**src/rtl/wb_uart_if.sv**
```systemverilog
// if_wb: 16-bit Wishbone bus bundle between the J1 data bus and I/O slaves.
// Signals: adr, wdat (to slave), rdat (from slave), we, cyc, stb, ack.
interface if_wb;
  logic [15:0] adr;
  logic [15:0] wdat;
  logic [15:0] rdat;
  logic        we;
  logic        cyc;
  logic        stb;
  logic        ack;

  modport master (
    output adr, wdat, we, cyc, stb,
    input  rdat, ack
  );

  modport slave (
    input  adr, wdat, we, cyc, stb,
    output rdat, ack
  );
endinterface

```
**src/rtl/wb_uart.sv**
```systemverilog
// wb_uart: Wishbone UART, TX/RX FIFOs, 8N1 frames, polled or irq-driven I/O.
// Ports: clk, reset_n, wb (if_wb.slave), rxd, txd, irq. Option: UART_LOOPBACK_EN.
module wb_uart #(
  parameter int          TX_DEPTH  = 16,
  parameter int          RX_DEPTH  = 16,
  parameter logic [15:0] DIV_RESET = 16'd433
) (
  input  logic clk,
  input  logic reset_n,
  if_wb.slave  wb,
  input  logic rxd,
  output logic txd,
  output logic irq
);
  localparam int TAW = $clog2(TX_DEPTH);
  localparam int RAW = $clog2(RX_DEPTH);

  typedef enum logic [2:0] {
    S_IDLE, S_START, S_DATA, S_STOP, S_BREAK
  } st_t;

  logic ack, acc, wr, rd;
  logic unused_adr;
  assign acc = wb.cyc & wb.stb & ack;
  assign wr  = acc & wb.we;
  assign rd  = acc & ~wb.we;
  assign unused_adr = ^wb.adr[15:2];

  always_ff @(posedge clk or negedge reset_n)
    if (!reset_n) ack <= 1'b0;
    else          ack <= wb.cyc & wb.stb & ~ack;
  assign wb.ack = ack;

  logic [15:0] div;
  always_ff @(posedge clk or negedge reset_n)
    if (!reset_n) div <= DIV_RESET;
    else if (wr && wb.adr[1:0] == 2'd2)
      div <= (wb.wdat < 16'd3) ? 16'd3 : wb.wdat;

  // TX FIFO
  logic [7:0]   tx_mem [TX_DEPTH];
  logic [TAW:0] tx_wp, tx_rp;
  logic tx_empty, tx_full, tx_push, tx_pop;
  assign tx_empty = tx_wp == tx_rp;
  assign tx_full  = (tx_wp[TAW] != tx_rp[TAW]) &&
                    (tx_wp[TAW-1:0] == tx_rp[TAW-1:0]);
  assign tx_push  = wr && wb.adr[1:0] == 2'd0 && !tx_full;

  always_ff @(posedge clk)
    if (tx_push) tx_mem[tx_wp[TAW-1:0]] <= wb.wdat[7:0];

  always_ff @(posedge clk or negedge reset_n)
    if (!reset_n) begin
      tx_wp <= '0;
      tx_rp <= '0;
    end else begin
      if (tx_push) tx_wp <= tx_wp + 1'b1;
      if (tx_pop)  tx_rp <= tx_rp + 1'b1;
    end

  // TX serialiser
  st_t         tx_st, tx_nx;
  logic [15:0] tx_cnt, tx_cnt_nx;
  logic [2:0]  tx_idx, tx_idx_nx;
  logic [7:0]  tx_sh, tx_sh_nx;
  logic        tx_line, tx_line_nx, tx_tick;
  assign tx_tick = tx_cnt == 16'd0;

  always_ff @(posedge clk or negedge reset_n)
    if (!reset_n) begin
      tx_st   <= S_IDLE;
      tx_cnt  <= '0;
      tx_idx  <= '0;
      tx_sh   <= '0;
      tx_line <= 1'b1;
    end else begin
      tx_st   <= tx_nx;
      tx_cnt  <= tx_cnt_nx;
      tx_idx  <= tx_idx_nx;
      tx_sh   <= tx_sh_nx;
      tx_line <= tx_line_nx;
    end

  always_comb begin
    tx_nx     = tx_st;
    tx_cnt_nx = tx_cnt - 16'd1;
    tx_idx_nx = tx_idx;
    tx_sh_nx  = tx_sh;
    tx_pop    = 1'b0;
    unique case (tx_st)
      S_IDLE: begin
        tx_cnt_nx = tx_cnt;
        if (!tx_empty) begin
          tx_nx     = S_START;
          tx_pop    = 1'b1;
          tx_sh_nx  = tx_mem[tx_rp[TAW-1:0]];
          tx_cnt_nx = div;
        end
      end
      S_START:
        if (tx_tick) begin
          tx_nx     = S_DATA;
          tx_idx_nx = 3'd0;
          tx_cnt_nx = div;
        end
      S_DATA:
        if (tx_tick) begin
          tx_cnt_nx = div;
          tx_sh_nx  = tx_sh >> 1;
          tx_idx_nx = tx_idx + 3'd1;
          if (tx_idx == 3'd7) tx_nx = S_STOP;
        end
      S_STOP:
        if (tx_tick) begin
          tx_cnt_nx = div;
          if (!tx_empty) begin
            tx_nx    = S_START;
            tx_pop   = 1'b1;
            tx_sh_nx = tx_mem[tx_rp[TAW-1:0]];
          end else begin
            tx_nx = S_IDLE;
          end
        end
      default: tx_nx = S_IDLE;
    endcase
    // registered line level follows the next state, so it lines up with it
    tx_line_nx = (tx_nx == S_START) ? 1'b0 :
                 (tx_nx == S_DATA)  ? tx_sh_nx[0] : 1'b1;
  end

  // RX input path
  logic rx_s1, rx_s2, rx_in, rx_prev;
  always_ff @(posedge clk or negedge reset_n)
    if (!reset_n) begin
      rx_s1   <= 1'b1;
      rx_s2   <= 1'b1;
      rx_prev <= 1'b1;
    end else begin
      rx_s1   <= rxd;
      rx_s2   <= rx_s1;
      rx_prev <= rx_in;
    end

`ifdef UART_LOOPBACK_EN
  logic lb;
  always_ff @(posedge clk or negedge reset_n)
    if (!reset_n) lb <= 1'b0;
    else if (wr && wb.adr[1:0] == 2'd3) lb <= wb.wdat[0];
  assign rx_in = lb ? tx_line : rx_s2;
  assign txd   = lb ? 1'b1 : tx_line;
`else
  assign rx_in = rx_s2;
  assign txd   = tx_line;
`endif

  // RX FIFO
  logic [7:0]   rx_mem [RX_DEPTH];
  logic [RAW:0] rx_wp, rx_rp;
  logic rx_empty, rx_full, rx_push, rx_pop, rx_req;
  assign rx_empty = rx_wp == rx_rp;
  assign rx_full  = (rx_wp[RAW] != rx_rp[RAW]) &&
                    (rx_wp[RAW-1:0] == rx_rp[RAW-1:0]);
  assign rx_pop   = rd && wb.adr[1:0] == 2'd0 && !rx_empty;
  // a pop in the same cycle frees the slot the new byte lands in
  assign rx_push  = rx_req && (!rx_full || rx_pop);

  // RX deserialiser
  st_t         rx_st, rx_nx;
  logic [15:0] rx_cnt, rx_cnt_nx, rx_half;
  logic [2:0]  rx_idx, rx_idx_nx;
  logic [7:0]  rx_sh, rx_sh_nx;
  logic        rx_tick, ferr_set, ovr_set;
  assign rx_tick = rx_cnt == 16'd0;
  assign rx_half = {1'b0, div[15:1]} + {15'd0, div[0]};
  assign ovr_set = rx_req && rx_full && !rx_pop;

  always_ff @(posedge clk)
    if (rx_push) rx_mem[rx_wp[RAW-1:0]] <= rx_sh;

  always_ff @(posedge clk or negedge reset_n)
    if (!reset_n) begin
      rx_wp  <= '0;
      rx_rp  <= '0;
      rx_st  <= S_IDLE;
      rx_cnt <= '0;
      rx_idx <= '0;
      rx_sh  <= '0;
    end else begin
      if (rx_push) rx_wp <= rx_wp + 1'b1;
      if (rx_pop)  rx_rp <= rx_rp + 1'b1;
      rx_st  <= rx_nx;
      rx_cnt <= rx_cnt_nx;
      rx_idx <= rx_idx_nx;
      rx_sh  <= rx_sh_nx;
    end

  always_comb begin
    rx_nx     = rx_st;
    rx_cnt_nx = rx_cnt - 16'd1;
    rx_idx_nx = rx_idx;
    rx_sh_nx  = rx_sh;
    rx_req    = 1'b0;
    ferr_set  = 1'b0;
    unique case (rx_st)
      S_IDLE: begin
        rx_cnt_nx = rx_cnt;
        if (rx_prev && !rx_in) begin
          rx_nx     = S_START;
          rx_cnt_nx = rx_half - 16'd1;
        end
      end
      S_START:
        if (rx_tick) begin
          rx_nx     = rx_in ? S_IDLE : S_DATA;
          rx_cnt_nx = div;
          rx_idx_nx = 3'd0;
        end
      S_DATA:
        if (rx_tick) begin
          rx_cnt_nx = div;
          rx_sh_nx  = {rx_in, rx_sh[7:1]};
          rx_idx_nx = rx_idx + 3'd1;
          if (rx_idx == 3'd7) rx_nx = S_STOP;
        end
      S_STOP:
        if (rx_tick) begin
          if (rx_in) begin
            rx_req = 1'b1;
            rx_nx  = S_IDLE;
          end else begin
            ferr_set = 1'b1;
            rx_nx    = S_BREAK;
          end
        end
      S_BREAK: begin
        rx_cnt_nx = rx_cnt;
        if (rx_in) rx_nx = S_IDLE;
      end
      default: rx_nx = S_IDLE;
    endcase
  end

  // sticky flags; a STATUS read returns them, then clears
  logic ovr, ferr, st_clr;
  assign st_clr = rd && wb.adr[1:0] == 2'd1;
  always_ff @(posedge clk or negedge reset_n)
    if (!reset_n) begin
      ovr  <= 1'b0;
      ferr <= 1'b0;
    end else begin
      ovr  <= (ovr & ~st_clr) | ovr_set;
      ferr <= (ferr & ~st_clr) | ferr_set;
    end

  logic        tx_idle;
  logic [15:0] rmux;
  assign tx_idle = tx_empty && tx_st == S_IDLE;

  always_comb begin
    rmux = 16'h0000;
    unique case (wb.adr[1:0])
      2'd0: rmux = rx_empty ? 16'h0000 :
                   {8'h00, rx_mem[rx_rp[RAW-1:0]]};
      2'd1: rmux = {11'd0, ferr, tx_idle, ovr, tx_full, ~rx_empty};
      2'd2: rmux = div;
`ifdef UART_LOOPBACK_EN
      2'd3: rmux = {15'd0, lb};
`else
      2'd3: rmux = 16'h0000;
`endif
      default: rmux = 16'h0000;
    endcase
  end

  assign wb.rdat = ack ? rmux : 16'h0000;
  assign irq     = ~rx_empty;
endmodule

```
**src/flat_wrapper.sv**
```systemverilog
// flat-port wrapper written by rule: the top's interface ports become plain ports
module wb_uart_flat 
#(
  parameter int          TX_DEPTH  = 16,
  parameter int          RX_DEPTH  = 16,
  parameter logic [15:0] DIV_RESET = 16'd433
)
  (clk, reset_n, rxd, txd, irq, wb_adr, wb_wdat, wb_we, wb_cyc, wb_stb, wb_rdat, wb_ack);
  if_wb wb_i ();
  input  logic clk;
  input  logic reset_n;
  input  logic rxd;
  output logic txd;
  output logic irq;
  input wire logic [$bits(wb_i.adr)-1:0] wb_adr;
  input wire logic [$bits(wb_i.wdat)-1:0] wb_wdat;
  input wire logic [$bits(wb_i.we)-1:0] wb_we;
  input wire logic [$bits(wb_i.cyc)-1:0] wb_cyc;
  input wire logic [$bits(wb_i.stb)-1:0] wb_stb;
  output wire logic [$bits(wb_i.rdat)-1:0] wb_rdat;
  output wire logic [$bits(wb_i.ack)-1:0] wb_ack;
  assign wb_i.adr = wb_adr;
  assign wb_i.wdat = wb_wdat;
  assign wb_i.we = wb_we;
  assign wb_i.cyc = wb_cyc;
  assign wb_i.stb = wb_stb;
  assign wb_rdat = wb_i.rdat;
  assign wb_ack = wb_i.ack;
  wb_uart #(.TX_DEPTH(TX_DEPTH), .RX_DEPTH(RX_DEPTH), .DIV_RESET(DIV_RESET)) u_core (.clk(clk), .reset_n(reset_n), .wb(wb_i), .rxd(rxd), .txd(txd), .irq(irq));
endmodule
```
**config.mk**
```make
export PLATFORM = sky130hd
export DESIGN_NAME = wb_uart_flat
export DESIGN_NICKNAME = d
export VERILOG_FILES = /design/src/rtl/wb_uart_if.sv /design/src/rtl/wb_uart.sv /design/src/flat_wrapper.sv
export SDC_FILE = /design/constraint.sdc
export NUM_CORES = 1
export LEC_CHECK = 0
export ABC_AREA = 1
export BUFFER_PORTS_ARGS = -buffer_cell sky130_fd_sc_hd__buf_2
export CORE_MARGIN = 2
export CORE_UTILIZATION = 38
export CTS_BUF_LIST = sky130_fd_sc_hd__clkbuf_4 sky130_fd_sc_hd__clkbuf_8
export CTS_CLUSTER_SIZE = 30
export DETAILED_ROUTE_END_ITERATION = 10
export GPL_TIMING_DRIVEN = 0
export SLEW_MARGIN = 15
export SYNTH_ARGS = -nofsm -noshare
export SYNTH_HDL_FRONTEND = slang
export SYNTH_SLANG_ARGS = --single-unit
```
**constraint.sdc**
```tcl
create_clock -name clk -period 2.8 [get_ports clk]
set_input_delay 0.56 -clock clk [delete_from_list [all_inputs] [get_ports clk]]
set_output_delay 0.56 -clock clk [all_outputs]
set_load 0.01 [all_outputs]
```
==> impl_metrics.env, run 1 <==
export IMPL_drt_vias_per_instance=5.224
export IMPL_grt_remaining_overflow=0
export IMPL_firstDrtPassIters=5
export IMPL_category_of_the_most_critical_setup_path="flip-flop to output pin"
export IMPL_grt_start_max_net_pins=54
export IMPL_tritoncts="done"
export IMPL_timing_critical_path_slowest_cell_delay_ns=0.45
export IMPL_timing_max_transition_violations_final=0
export IMPL_grt_pass1_wl_mm=69.77
export IMPL_die_width_um=213.5
export IMPL_finalCritPeriodShare_pct=109.7
export IMPL_tritoncts_num_sinks=359
export IMPL_dpl_hpwl_mm=29.71
export IMPL_reg2reg_slack_ns=0.10
export IMPL_cp_cell_sequence="inv_2, buf_12, buf_6, buf_16, o21ai_2, o211ai_1, nand3_1, nand3_2, a21oi_2, nor2_1, buf_2"
export IMPL_post_synthesis_cells=1655
export IMPL_whs_path_depth=3
export IMPL_final_antenna_net_count=0
export IMPL_tightest_slew_ns=0.8264
export IMPL_synth_edf_count=256
export IMPL_std_cell_rows=76
export IMPL_cts_htree_levels=2
export IMPL_grt_pass1_vias=12520
export IMPL_max_freq_mhz=325.4
export IMPL_status="complete, but fails checks"
export IMPL_syn_cell_area_mm2=0.01668
export IMPL_drt_initial_drc_count=1074
export IMPL_worstPathRequired_ns=2.24
export IMPL_design_die_area_mm2=0.04560
export IMPL_power_total_mw=16.22
export IMPL_die_h_um=213.5
export IMPL_detail_route_wirelength_mm=44.93
export IMPL_drive_above_1_share_pct=18.23
export IMPL_worst_path_stages=11
export IMPL_rsz0062_at_grt="true"
export IMPL_regToRegEndpoint="u_core.rx_mem[2][6]"
export IMPL_critPathSlowestCell="sky130_fd_sc_hd__dfrtp_2"
export IMPL_numCtsBuffers=58
export IMPL_initial_utilization_pct=38.64
export IMPL_cp_arrival_ns=2.51
export IMPL_cts_max_path_buffers=3
export IMPL_critPathCaptureType="output pin"
export IMPL_routability_congestion_estimate=0.8829
export IMPL_powerDensity_mw_per_mm2=833.2
export IMPL_areaGrowthSynthToFinish_pct=16.70
export IMPL_drc_errors=0
export IMPL_reg2reg_from="u_core.rx_cnt[0]"
export IMPL_grt_util_all_layers_pct=20.09
export IMPL_hp_class="input pin to flip-flop"
export IMPL_synth_ff_type="sky130_fd_sc_hd__edfxtp_1"
export IMPL_startpoint="u_core.rx_rp[0]"
export IMPL_syn_nets=1713
export IMPL_report_final_setup_viol=8
export IMPL_core_region_area_mm2=0.04317
export IMPL_clockRootBuffer="sky130_fd_sc_hd__clkbuf_8"
export IMPL_cp_max_fo=7
export IMPL_cp_buffers_inverters=5
export IMPL_failed_checks="setup timing"
export IMPL_clkSlewWorstSetupHoldPaths_ns=0.07
export IMPL_antenna_violations_before_repair=0
export IMPL_timing_critical_path_to="wb_rdat[0]"
export IMPL_dr_vias=12610
export IMPL_pin_count=57
export IMPL_timing_hold_violations_final=0
export IMPL_path_delay_family="buffers and inverters"
export IMPL_clock_insertion_delay_worst_skew_ns=0.69
export IMPL_worstRegToRegCells=10
export IMPL_setup_slack_ns=-0.2728
export IMPL_seq_area_frac_synth_pct=61.59
export IMPL_postSynth_asyncResetShare_pct=28.69
export IMPL_port_buffer_count=42
export IMPL_setup_total_negative_slack_ns=-1.948
export IMPL_relSlewSlack_pct=44.91
export IMPL_syn_mean_instance_area_um2=10.08
export IMPL_vdd_ir_drop_max_uv=470.9
export IMPL_synthesis_stage_register_bit_count=359
export IMPL_fin_nets=1836
export IMPL_yosysWarningCount=0
export IMPL_cap_violations=0
export IMPL_yosysUniqueCellTypes=50
export IMPL_total_leakage_power_nw=7.811
export IMPL_min_period_ns=3.073
export IMPL_routed_wire_length_per_instance_um=18.62
export IMPL_worst_setup_path_start_kind="flip-flop"
export IMPL_final_clock_skew_ns=0.03564
[report_power, final]
group	internal (mW)	switching (mW)	leakage (nW)	total [mW]
combinational	1.76	3.27	3.35	5.03
sequential	6.11	0.483	3.84	6.59
clock	2.38	2.22	0.615	4.60
total	10.2	5.97	7.81	16.2
[stage by stage]
step	instance area, µm²	utilization (%)	worst slack, ns	cells	hold slack [ns]
after floorplan	16680	-	0.5965	1655	0.2644
after global placement	17630	40.83	-0.1265	2282	0.3485
after detailed placement	17660	40.91	-0.1716	2283	0.3517
after CTS	19250	44.58	-0.2978	2406	0.07592
after global routing	19470	45.09	-0.3583	2412	0.1047
final	19470	45.10	-0.2728	2413	0.1178
[metal layers]
metal / wire, µm / track usage [%] / share of wire, %
met4: 1028 / 6.442 / 2.3
met5: 0 / 0 / 0
met1: 19610 / 27.08 / 44
met3: 2963 / 3.896 / 6.6
met2: 21330 / 32.78 / 47
[worst reg2reg max path: stages, from the launching register on]
cell,delay (ns)
sky130_fd_sc_hd__dfrtp_1,0.38
sky130_fd_sc_hd__inv_1,0.14
sky130_fd_sc_hd__ha_1,0.21
sky130_fd_sc_hd__inv_1,0.08
sky130_fd_sc_hd__nor3_2,0.24
sky130_fd_sc_hd__nand2_2,0.17
sky130_fd_sc_hd__nor3_4,0.17
sky130_fd_sc_hd__nand2_2,0.11
sky130_fd_sc_hd__inv_4,0.11
sky130_fd_sc_hd__nand2_2,0.10
sky130_fd_sc_hd__nor2_1,0.61
[synthesized netlist by cell type (20+ instances only)]
library cell               count  area share (%)
sky130_fd_sc_hd__nor2_1      270             6.1
sky130_fd_sc_hd__edfxtp_1    256              46
sky130_fd_sc_hd__nand2_1     255             5.7
sky130_fd_sc_hd__o21ai_0     193             5.8
sky130_fd_sc_hd__inv_1       116             2.6
sky130_fd_sc_hd__nand3_1     108             3.2
sky130_fd_sc_hd__dfrtp_1      94              14
sky130_fd_sc_hd__xor2_1       38             2.0
sky130_fd_sc_hd__o211ai_1     29             1.3
sky130_fd_sc_hd__o22ai_1      29             1.1
sky130_fd_sc_hd__a21oi_1      27            0.81
sky130_fd_sc_hd__buf_2        26            0.78
sky130_fd_sc_hd__clkbuf_1     25            0.56
sky130_fd_sc_hd__ha_1         20             1.5
[state kept, by name (all words and copies together), names as in the netlist, 3 cells and up]
register / count
u_core.rx_cnt: 16
u_core.rx_idx: 3
u_core.rx_st: 3
u_core.tx_mem: 128
u_core.tx_idx: 3
u_core.rx_mem: 128
u_core.rx_rp: 5
u_core.div: 16
u_core.rx_wp: 5
u_core.tx_cnt: 16
u_core.tx_wp: 5
u_core.rx_sh: 8
u_core.tx_st: 3
u_core.tx_rp: 5
u_core.tx_sh: 8
[kinds of logic (layout without fill, tap and decap cells)]
kind of cell / count (synthesis) / in the layout / share of synthesized area (%)
AOI/OAI and AO/OA: 328 / 328 / 11.14
xor gates and xnor gates: 41 / 41 / 2.197
adders and majority gates: 20 / 20 / 1.500
buffers and inverters: 195 / 367 / 5.025
DFF: 359 / 359 / 61.59
other: 1 / 2 / 0.02248
and+or+nand+nor: 711 / 711 / 18.52
[layout by cell type, fill, tap and decap left out, drive strengths merged, types with 2 or more instances in the layout]
master / netlist / routed
ha: 20 / 20
a21oi: 27 / 27
nor2: 287 / 287
a32o: 2 / 2
nor3: 18 / 18
o211ai: 30 / 30
dlygate4sd3: 0 / 2
xnor2: 3 / 3
bufinv: 0 / 2
o221ai: 10 / 10
clkinv: 4 / 39
nand4: 11 / 11
a22oi: 4 / 4
buf: 38 / 99
dfrtp: 94 / 94
clkbuf: 27 / 97
nand2: 271 / 271
a22o: 2 / 2
dfstp: 9 / 9
o21ai: 206 / 206
xor2: 38 / 38
a31oi: 11 / 11
a41oi: 2 / 2
edfxtp: 256 / 256
or2: 3 / 3
nor4: 6 / 6
inv: 126 / 128
nand3: 113 / 113
o22ai: 29 / 29
o21a: 3 / 3
[worst min-delay path by stage]
stage | startpoint | endpoint
after floorplan | reset_n | u_core.div[10]
after global placement | u_core.rx_s1 | u_core.rx_in
after detailed placement | u_core.rx_s1 | u_core.rx_in
after CTS | wb_wdat[10] | u_core.div[10]
after global routing | wb_wdat[12] | u_core.div[12]
final | wb_wdat[10] | u_core.div[10]
[layout make-up]
cell class / instances / area, µm²
Fill cell: 4139 / 23700
Clock inverter: 39 / 250.2
Tap cell: 585 / 732.0
Multi-Input combinational cell: 1101 / 5813
Buffer: 63 / 466.7
Antenna cell: 1 / 2.502
Clock buffer: 70 / 919.6
Sequential cell: 359 / 10280
Timing Repair Buffer: 65 / 509.2
Inverter: 130 / 496.7
[repair_timing]
| action | in CTS | in global routing |
|---|---|---|
| endpoints found under the setup margin | 33 | 188 |
| hold buffers | 2 | 0 |
| resized for setup | 98 | 56 |
| pin swaps | 34 | 31 |
| cloned | 4 | 2 |
| setup buffers | 8 | 6 |
| endpoints found under the hold margin | 48 | 0 |
(Power assumes the default switching activity.)
==> run 2, diff against run 1 <==
--- a/config.mk
+++ b/config.mk
@@ -9,7 +9,7 @@
 export BUFFER_PORTS_ARGS = -buffer_cell sky130_fd_sc_hd__buf_2
 export CORE_MARGIN = 2
 export CORE_UTILIZATION = 38
-export CTS_BUF_LIST = sky130_fd_sc_hd__clkbuf_4 sky130_fd_sc_hd__clkbuf_8
+export CTS_BUF_LIST = sky130_fd_sc_hd__clkbuf_8
 export CTS_CLUSTER_SIZE = 30
 export DETAILED_ROUTE_END_ITERATION = 10
 export GPL_TIMING_DRIVEN = 0
==> run 2 against run 1 <==
Compared with the run above: the flow still finishes with violations (setup timing); final cell count about the same; clock skew rose by 0.013 ns; combinational power about the same; utilization hardly changed; die area is the same; sequential power hardly changed; cell area shrank 0.11%; wire length is 0.11% higher; setup slack better by 0.0041 ns; count of clock-buffer cells in the layout fell by 7; critical path type unchanged; critical endpoint unchanged.
==> impl_metrics.env, run 2 (synthesized netlist as in run 1, its figures left out) <==
export IMPL_antenna_violations_before_repair=0
export IMPL_path_delay_family="buffers and inverters"
export IMPL_cp_arrival_ns=2.51
export IMPL_drc_errors=0
export IMPL_drt_initial_drc_count=1079
export IMPL_final_clock_skew_ns=0.04832
export IMPL_drive_above_1_share_pct=17.90
export IMPL_tritoncts="done"
export IMPL_area_of_placed_instances_mm2=0.01766
export IMPL_critPathSlowestCell="sky130_fd_sc_hd__dfrtp_2"
export IMPL_fin_nets=1836
export IMPL_failed_checks="setup timing"
export IMPL_whs_ns=0.1157
export IMPL_ff_latch_area_mm2=0.01028
export IMPL_max_freq_mhz=325.9
export IMPL_worstPathRequired_ns=2.24
export IMPL_rsz0062_at_grt="true"
export IMPL_report_final_setup_viol=8
export IMPL_relSlewSlack_pct=46.14
export IMPL_grt_remaining_overflow=0
export IMPL_cts_max_path_buffers=3
export IMPL_timing_max_transition_violations_final=0
export IMPL_finalCritPeriodShare_pct=109.6
export IMPL_vdd_ir_drop_max_uv=473.0
export IMPL_power_total_mw=16.14
export IMPL_tritoncts_num_sinks=359
export IMPL_pin_count=57
export IMPL_dpl_hpwl_mm=29.71
export IMPL_final_antenna_net_count=0
export IMPL_initial_utilization_pct=38.64
export IMPL_grt_pass1_wl_mm=69.77
export IMPL_cap_violations=0
export IMPL_die_width_um=213.5
export IMPL_setup_total_negative_slack_ns=-1.850
export IMPL_cts_htree_levels=2
export IMPL_final_core_util_pct=45.05
export IMPL_worst_setup_path_start_kind="flip-flop"
export IMPL_pre_cts_ws_ns=-0.1716
export IMPL_clock_insertion_delay_worst_skew_ns=0.70
export IMPL_std_cell_rows=76
export IMPL_drt_vias_per_instance=5.229
export IMPL_powerDensity_mw_per_mm2=829.7
export IMPL_clkSlewWorstSetupHoldPaths_ns=0.07
export IMPL_grt_pass1_vias=12520
export IMPL_cp_max_fo=7
export IMPL_firstDrtPassIters=5
export IMPL_routed_wire_length_per_instance_um=18.65
export IMPL_category_of_the_most_critical_setup_path="flip-flop to output pin"
export IMPL_port_buffer_count=42
export IMPL_post_route_cell_area_mm2=0.01945
export IMPL_placedCellCount=2283
export IMPL_core_region_area_mm2=0.04317
export IMPL_design_die_area_mm2=0.04560
export IMPL_areaGrowthSynthToFinish_pct=16.57
export IMPL_total_leakage_power_nw=7.816
export IMPL_cp_cell_sequence="inv_2, buf_12, buf_8, buf_16, o21ai_2, o211ai_1, nand3_1, nand3_2, a21oi_2, nor2_1, buf_2"
export IMPL_min_period_ns=3.069
export IMPL_antennaDiodeCount=0
export IMPL_status="complete, but fails checks"
export IMPL_layout_commonest_cell="sky130_fd_sc_hd__edfxtp_1"
export IMPL_critPathCaptureType="output pin"
export IMPL_die_h_um=213.5
export IMPL_fillCellCount=4137
export IMPL_dr_vias=12610
export IMPL_setup_slack_ns=-0.2687
export IMPL_grt_util_all_layers_pct=20.10
export IMPL_timing_hold_violations_final=0
export IMPL_timing_critical_path_slowest_cell_delay_ns=0.44
export IMPL_cp_buffers_inverters=5
export IMPL_clockRootBuffer="sky130_fd_sc_hd__clkbuf_8"
export IMPL_numCtsBuffers=58
export IMPL_grt_start_max_net_pins=54
export IMPL_routability_congestion_estimate=0.8829
export IMPL_detail_route_wirelength_mm=44.98
export IMPL_most_frequent_cells_in_the_layout="sky130_fd_sc_hd__edfxtp_1, sky130_fd_sc_hd__nand2_1, sky130_fd_sc_hd__nor2_1"
export IMPL_final_instance_count_excl_fill=2412
export IMPL_hp_class="input pin to flip-flop"
export IMPL_multi_input_comb_area_mm2=0.005817
export IMPL_tightest_slew_ns=0.8079
## run 2: changes by cell type in the layout (fill, tap and decap cells not counted)
cell | before | now
sky130_fd_sc_hd__clkbuf_4 | 8 | 1
sky130_fd_sc_hd__inv_1 | 113 | 120
sky130_fd_sc_hd__a21oi_1 | 20 | 19
sky130_fd_sc_hd__a21oi_2 | 6 | 7
sky130_fd_sc_hd__buf_6 | 13 | 12
sky130_fd_sc_hd__buf_8 | 5 | 6
sky130_fd_sc_hd__diode_2 | 1 | 0
sky130_fd_sc_hd__o21ai_0 | 171 | 170
sky130_fd_sc_hd__o21ai_1 | 27 | 28
## run 2: final timing paths
kind / from / endpoint / slack [ns] / depth (start not counted)
worst min register to register: u_core.rx_s1 / u_core.rx_in / 0.36 / 0
worst min-delay path: wb_wdat[10] / u_core.div[10] / 0.12 / 3
worst max-delay path: u_core.rx_rp[0] / wb_rdat[0] / -0.27 / 11
min in group asynchronous: reset_n / u_core.rx_cnt[13] / 0.41 / 2
max in group asynchronous: reset_n / u_core.div[0] / 1.68 / 3
worst max register to register: u_core.rx_cnt[0] / u_core.rx_mem[2][7] / 0.13 / 10
## run 2: area by class of cell
| cell class | count | share of cell area (%) |
|---|---|---|
| clock buffers | 63 | 4.458 |
| plain buffers | 63 | 2.400 |
| well taps | 585 | 3.764 |
| flip-flops and latches | 359 | 52.86 |
| inverters | 130 | 2.554 |
| multi-input cells | 1101 | 29.91 |
| repair buffers | 65 | 2.638 |
| clock inverters | 46 | 1.422 |
## run 2: power breakdown
group	leakage [nW]	internal (mW)	total (mW)	switching [mW]
sequential	3.84	6.11	6.59	0.482
combinational	3.35	1.76	5.03	3.27
clock	0.620	2.29	4.51	2.23
## run 2: worst min-delay path: cells and delay by family
family	cells	cell delay, ns
AOI/OAI and AO/OA	1	0.06
and+or+nand+nor	1	0.04
buffers and inverters	1	0.09
## run 2: what timing repair did
item                                    CTS  global route
cloned                                    4             2
pin swaps                                34            27
hold buffers                              2             0
gates resized for setup                  99            58
endpoints found under the hold margin    48             0
endpoints found under the setup margin   34           175
setup buffers                             8             6
## run 2: metal layers
metal / vias to the layer above / routed length, µm / global-route usage [%]
met5: - / 0 / 0
met4: 0 / 1081 / 6.561
met3: 88 / 2962 / 3.764
met2: 448 / 21250 / 32.81
met1: 6093 / 19680 / 27.13
li1: 5984 / - / -
